[config.mk]
export PLATFORM = sky130hd
export DESIGN_NAME = keypad_scanner
export DESIGN_NICKNAME = d
export VERILOG_FILES = /design/src/rtl/keypad_scanner.sv
export SDC_FILE = /design/constraint.sdc
export NUM_CORES = 1
export LEC_CHECK = 0
export CORE_ASPECT_RATIO = 0.8
export CORE_UTILIZATION = 45
export CTS_CLUSTER_SIZE = 25
export DETAILED_ROUTE_END_ITERATION = 10
export PLACE_DENSITY = 0.61
export SLEW_MARGIN = 20
export SYNTH_ARGS = -nofsm -noshare
export SYNTH_HDL_FRONTEND = slang
export SYNTH_SLANG_ARGS = --single-unit
[constraint.sdc]
create_clock -name clk_i -period 3.8 [get_ports clk_i]
set_input_delay 0.76 -clock clk_i [delete_from_list [all_inputs] [get_ports clk_i]]
set_output_delay 0.76 -clock clk_i [all_outputs]
set_load 0.03 [all_outputs]
[src/rtl/keypad_scanner.sv]
// ---------------------------------------------------------------------------
// keypad_scanner
//   Scans a 4x4 matrix keypad one column at a time and debounces presses
//   and releases. Each accepted press produces a one-cycle key_valid_o
//   strobe with its hex code on decode_o.
//
//   Optional feature: define KEYPAD_REPEAT_EN to build a held-key repeat
//   counter that re-strobes key_valid_o every REPEAT_CYCLES cycles while
//   the key stays held. With it undefined, each press strobes exactly once.
//
// Parameters
//   SCAN_DIV      clk cycles each column is driven before its rows are sampled
//                 (minimum 3, so the row synchronizer settles within a dwell)
//   DEBOUNCE_CNT  consecutive stable cycles to accept a press or a release
//   REPEAT_CYCLES held-key repeat interval (KEYPAD_REPEAT_EN only, minimum 2)
//
// Ports
//   clk_i        system clock, rising edge
//   rst_i        asynchronous active-high reset
//   row_i[3:0]   keypad rows, active-low, asynchronous to clk_i
//   col_o[3:0]   column drive, active-low, exactly one bit low
//   decode_o     code of the most recently accepted key
//   key_valid_o  one-cycle strobe: decode_o is new this cycle
//   key_down_o   high while an accepted key is held (release not yet debounced)
//   state_o      debug view of the scan FSM (0 SCAN, 1 DEBOUNCE, 2 HELD, 3 RELEASE)
// ---------------------------------------------------------------------------
module keypad_scanner #(
  parameter int SCAN_DIV      = 1000,
  parameter int DEBOUNCE_CNT  = 50000,
  parameter int REPEAT_CYCLES = 25000000
) (
  input  logic       clk_i,
  input  logic       rst_i,
  input  logic [3:0] row_i,
  output logic [3:0] col_o,
  output logic [3:0] decode_o,
  output logic       key_valid_o,
  output logic       key_down_o,
  output logic [1:0] state_o
);

  localparam int SW = (SCAN_DIV > 1) ? $clog2(SCAN_DIV) : 1;
  localparam int DW = (DEBOUNCE_CNT > 1) ? $clog2(DEBOUNCE_CNT) : 1;
  localparam logic [SW-1:0] SCAN_LAST = SW'(SCAN_DIV - 1);
  localparam logic [DW-1:0] DEB_LAST  = DW'(DEBOUNCE_CNT - 1);

  if (SCAN_DIV < 3) begin : g_bad_scan_div
    $error("keypad_scanner: SCAN_DIV must be at least 3");
  end
  if (DEBOUNCE_CNT < 1) begin : g_bad_debounce
    $error("keypad_scanner: DEBOUNCE_CNT must be at least 1");
  end
  if (REPEAT_CYCLES < 2) begin : g_bad_repeat
    $error("keypad_scanner: REPEAT_CYCLES must be at least 2");
  end

  typedef enum logic [1:0] {
    ST_SCAN     = 2'd0,
    ST_DEBOUNCE = 2'd1,
    ST_HELD     = 2'd2,
    ST_RELEASE  = 2'd3
  } state_t;

  state_t          state_q, state_d;
  logic [3:0]      sync1_q, rs_q;
  logic [SW-1:0]   div_q, div_d;
  logic [DW-1:0]   deb_q, deb_d;
  logic [1:0]      col_sel_q, col_sel_d;
  logic [1:0]      row_sel_q, row_sel_d;
  logic [3:0]      decode_q, decode_d;
  logic            key_valid_q, key_valid_d;
  logic            any_low;
  logic            row_low;
  logic [1:0]      low_idx;

`ifdef KEYPAD_REPEAT_EN
  localparam int RW = $clog2(REPEAT_CYCLES);
  localparam logic [RW-1:0] REP_LAST = RW'(REPEAT_CYCLES - 1);
  logic [RW-1:0]   rep_q, rep_d;
`endif

  // Row/column position to key code (rows top to bottom, columns left to right).
  function automatic logic [3:0] map_key(input logic [1:0] r, input logic [1:0] c);
    logic [3:0] code;
    code = 4'h0;
    case ({r, c})
      4'b00_00: code = 4'h1;
      4'b00_01: code = 4'h2;
      4'b00_10: code = 4'h3;
      4'b00_11: code = 4'hA;
      4'b01_00: code = 4'h4;
      4'b01_01: code = 4'h5;
      4'b01_10: code = 4'h6;
      4'b01_11: code = 4'hB;
      4'b10_00: code = 4'h7;
      4'b10_01: code = 4'h8;
      4'b10_10: code = 4'h9;
      4'b10_11: code = 4'hC;
      4'b11_00: code = 4'h0;
      4'b11_01: code = 4'hF;
      4'b11_10: code = 4'hE;
      4'b11_11: code = 4'hD;
    endcase
    return code;
  endfunction

  // Lowest-index low row wins when several rows in the column are pressed.
  always_comb begin
    low_idx = 2'd0;
    for (int i = 3; i >= 0; i--) begin
      if (!rs_q[i]) low_idx = 2'(i);
    end
  end

  assign any_low = ~&rs_q;
  assign row_low = ~rs_q[row_sel_q];

  always_comb begin
    state_d     = state_q;
    div_d       = div_q;
    deb_d       = deb_q;
    col_sel_d   = col_sel_q;
    row_sel_d   = row_sel_q;
    decode_d    = decode_q;
    key_valid_d = 1'b0;
`ifdef KEYPAD_REPEAT_EN
    rep_d       = rep_q;
`endif
    case (state_q)
      ST_SCAN: begin
        if (div_q == SCAN_LAST) begin
          div_d = '0;
          if (any_low) begin
            // col_sel stays put so the pressed column keeps being driven.
            row_sel_d = low_idx;
            deb_d     = '0;
            state_d   = ST_DEBOUNCE;
          end else begin
            col_sel_d = col_sel_q + 2'd1;
          end
        end else begin
          div_d = div_q + 1'b1;
        end
      end
      ST_DEBOUNCE: begin
        if (!row_low) begin
          state_d   = ST_SCAN;
          col_sel_d = col_sel_q + 2'd1;
          div_d     = '0;
        end else if (deb_q == DEB_LAST) begin
          state_d     = ST_HELD;
          decode_d    = map_key(row_sel_q, col_sel_q);
          key_valid_d = 1'b1;
`ifdef KEYPAD_REPEAT_EN
          rep_d       = '0;
`endif
        end else begin
          deb_d = deb_q + 1'b1;
        end
      end
      ST_HELD: begin
        if (!row_low) begin
          deb_d   = '0;
          state_d = ST_RELEASE;
`ifdef KEYPAD_REPEAT_EN
          rep_d   = '0;
        end else if (rep_q == REP_LAST) begin
          key_valid_d = 1'b1;
          rep_d       = '0;
        end else begin
          rep_d = rep_q + 1'b1;
`endif
        end
      end
      ST_RELEASE: begin
        // A bounce back to low is the same key still held: no new strobe.
        if (row_low) begin
          state_d = ST_HELD;
        end else if (deb_q == DEB_LAST) begin
          state_d   = ST_SCAN;
          col_sel_d = col_sel_q + 2'd1;
          div_d     = '0;
        end else begin
          deb_d = deb_q + 1'b1;
        end
      end
      default: state_d = ST_SCAN;
    endcase
  end

  always_ff @(posedge clk_i or posedge rst_i) begin
    if (rst_i) begin
      // Synchronizer clears to the released (all-high) level.
      sync1_q     <= 4'hF;
      rs_q        <= 4'hF;
      state_q     <= ST_SCAN;
      div_q       <= '0;
      deb_q       <= '0;
      col_sel_q   <= 2'd0;
      row_sel_q   <= 2'd0;
      decode_q    <= 4'h0;
      key_valid_q <= 1'b0;
    end else begin
      sync1_q     <= row_i;
      rs_q        <= sync1_q;
      state_q     <= state_d;
      div_q       <= div_d;
      deb_q       <= deb_d;
      col_sel_q   <= col_sel_d;
      row_sel_q   <= row_sel_d;
      decode_q    <= decode_d;
      key_valid_q <= key_valid_d;
    end
  end

`ifdef KEYPAD_REPEAT_EN
  always_ff @(posedge clk_i or posedge rst_i) begin
    if (rst_i) rep_q <= '0;
    else       rep_q <= rep_d;
  end
`endif

  assign col_o       = ~(4'b0001 << col_sel_q);
  assign decode_o    = decode_q;
  assign key_valid_o = key_valid_q;
  // The key counts as down until its release has been debounced.
  assign key_down_o  = (state_q == ST_HELD) || (state_q == ST_RELEASE);
  assign state_o     = state_q;

endmodule

==> results.md <==
* Hold slack at 0.3566 ns
* Ys flop type: dfrtp_1
* Area of the multi-input gates at 1225 um2
* Worst setup EP type: output port
* Status: complete, no violations
* R2R Setup Slk at 1.44 ns
* Critical path's slowest cell: clkdlybuf4s50_1
* Hold buffers post-CTS at 0
* Drt drc at 0
* Layout area overhead at 12.06%
* 1st-iter DRT viols at 154
* Hold crit path type: register to register
* Clk buf depth at 2
* Async set-reset flop share out of synthesis at 100.0%
* CTS tree: yes
* # nets final at 283
* Worst vdd ir at 0.1629 mV
* CTS Root Cell: clkbuf_8
* Die width at 84.64 um
* Crit path max fanout at 6
* Post-detailed-route wirelength per cell at 14.59 um
* CP most frequent cell: inv_1
* Net Count, Synth at 267
* WS Path Type: register to output port
* CTS Sinks at 45
* Initial antenna violation count at 0
* Synthesized area at 2459 um2
* DR vias/cell at 5.775
* Tcrit/Tclk final at 68.34%
* Clock Skews at 0.01102 ns
* EDFF count, synth at 0
* Number of global-route vias before repair at 1724
* Sequential Area at 1136 um2
* WL final at 4858 um
* Max_cap viols at 0
* FP Rows at 23
* Starting Density at 48.00%
* Final Hold Fails at 0
* Post-synthesis register bit count at 45
* Power per standard cell area at 294.7 nW/um2
* CP cell instances: inv_1 > ha_1 > inv_1 > clkdlybuf4s50_1
* Critical Path Start Type: register
* Final antenna-violating net count at 0
* Slew Limit Fails at 0
* Cells after Synth at 254
* H-tree levels at 2
* Dpl ws at 1.447 ns
* Share of layout cells above drive strength 1 at 10.33%
* Filler cells at 495
* Final WS setup at 1.203 ns
* Clock Latency Late Sink at 0.30 ns
* Ant diodes at 0
* DR vias at 1923
* Resized Gates After CTS at 0
* Tightest slew margin relative to the limit at 39.75%
* First-pass GRT wire length at 8528 um
* Final period demand of the worst path at 2.597 ns
* GRT Total Usage at 19.46%
* TNS Setup at 0 ns
* HPWL Detailed at 3401 um
* Setup-failing EPs final at 0
* Die area at 5765 um2
* Post-layout util at 53.79%
* Crit path largest cell delay at 0.66 ns
* Pleak at 0.001132 uW
* Avg Inst Size Synth at 9.680 um2
* RSZ-0062 raised after global routing: false
* Register area share after synthesis at 46.21%
* Synth cell types at 50
* CORE AREA at 5122 um2
* TritonCTS Buffers at 5
* Pre-antenna DRT Iters at 6
* Fmax at 385.1 MHz
* Critical Path RT at 3.04 ns
* CP Data Arrival Time at 1.84 ns
* PortBufs at 17
* Die Ht at 68.11 um
* I/O pin cnt at 18
* Gr ovfl total at 0
* Synth warnings at 0
* Placer Congestion at 0.8219
* Clk slew on worst S/H paths at 0.07 ns
* Setup bufs post-CTS at 0
* Largest net degree at the start of global routing at 46
* Worst Max-Slew Pin Slew at 0.9025 ns
[flip-flops by register name, indices dropped and copies added (netlist names), named ones only]
signal       count
deb_q           16
div_q           10
decode_o         4
rs_q             4
sync1_q          4
col_sel_q        2
row_sel_q        2
key_valid_o      1
state_o          1
[area by class of cell]
class | instances | area share [%]
multi-input cells | 188 | 44.46
clock buffers | 8 | 3.270
flip-flops and latches | 45 | 41.24
well taps | 62 | 2.816
repair buffers | 19 | 6.721
inverters | 11 | 1.499
[cell usage after synthesis (3+ instances only)]
library cell | number | area, um2
dfrtp_1 | 37 | 925.9
nand2_1 | 32 | 120.1
o21ai_0 | 32 | 160.2
nor2_1 | 12 | 45.04
inv_1 | 11 | 41.29
nand3_1 | 11 | 55.05
nand4_1 | 10 | 62.56
xor2_1 | 10 | 87.58
and3_1 | 9 | 56.30
dfstp_2 | 8 | 210.2
ha_1 | 7 | 87.58
o31ai_1 | 6 | 45.04
a21oi_1 | 5 | 25.02
clkbuf_1 | 5 | 18.77
and4_1 | 4 | 35.03
mux2_2 | 4 | 45.04
and2_1 | 3 | 18.77
buf_2 | 3 | 15.01
nor4b_1 | 3 | 26.28
or4_1 | 3 | 22.52
[critical path: cells and delay by family, from the launching register on]
kind       cells  cell delay [ns]
flops          1             0.49
fa+ha+maj      1             0.23
buf+inv        3             0.83
[through the flow]
stage / power (uW) / cell area (um2) / std cells
2_1_floorplan: 511.9 / 2459 / 254
3_3_place_gp: 522.8 / 2665 / 325
3_5_place_dp: 522.7 / 2665 / 325
4_1_cts: 825.6 / 2755 / 333
5_1_grt: 852.1 / 2755 / 333
6_report: 811.9 / 2755 / 333
[layout by cell type, fill, tap and decap left out, drive strengths merged, types with 4 or more instances in the layout]
master,instances
a21oi,6
mux2,5
dfstp,8
clkbuf,8
clkdlybuf4s50,17
ha,7
nand4,10
inv,11
nand2,32
xor2,10
o31ai,7
and4,4
o21ai,33
nor2,13
dfrtp,37
and3,9
nand3,11
[kinds of logic after synthesis]
group	synth area share, %
XOR/XNOR	4.937
flip-flops	46.21
AO/OA/AOI/OAI	15.17
multiplexers	4.173
buffers and inverters	3.969
adder cells (fa/ha/maj)	3.562
AND/OR/NAND/NOR	21.98
[layer usage]
metal	routed length, um	vias to the layer above	GRT usage [%]
met3	232	2	5.911
li1	-	951	-
met2	1955	48	27.13
met1	2642	922	29.08
met5	0	-	0
met4	27	0	5.297
[worst paths after layout]
kind	end	from	cells past startpoint
setup reg to reg	deb_q[12]	row_sel_q[0]	6
setup / recovery	col_o[0]	col_sel_q[0]	4
max in group asynchronous	div_q[9]	rst_i	2
min in group asynchronous	deb_q[9]	rst_i	2
hold / removal	rs_q[0]	sync1_q[0]	0
hold reg to reg	rs_q[0]	sync1_q[0]	0
[power breakdown]
group | switching, uW | internal (uW)
Sequential | 4.11 | 486
Clock | 151 | 148
Combinational | 13.8 | 8.35
No activity file was read; power rests on OpenSTA's default activity.
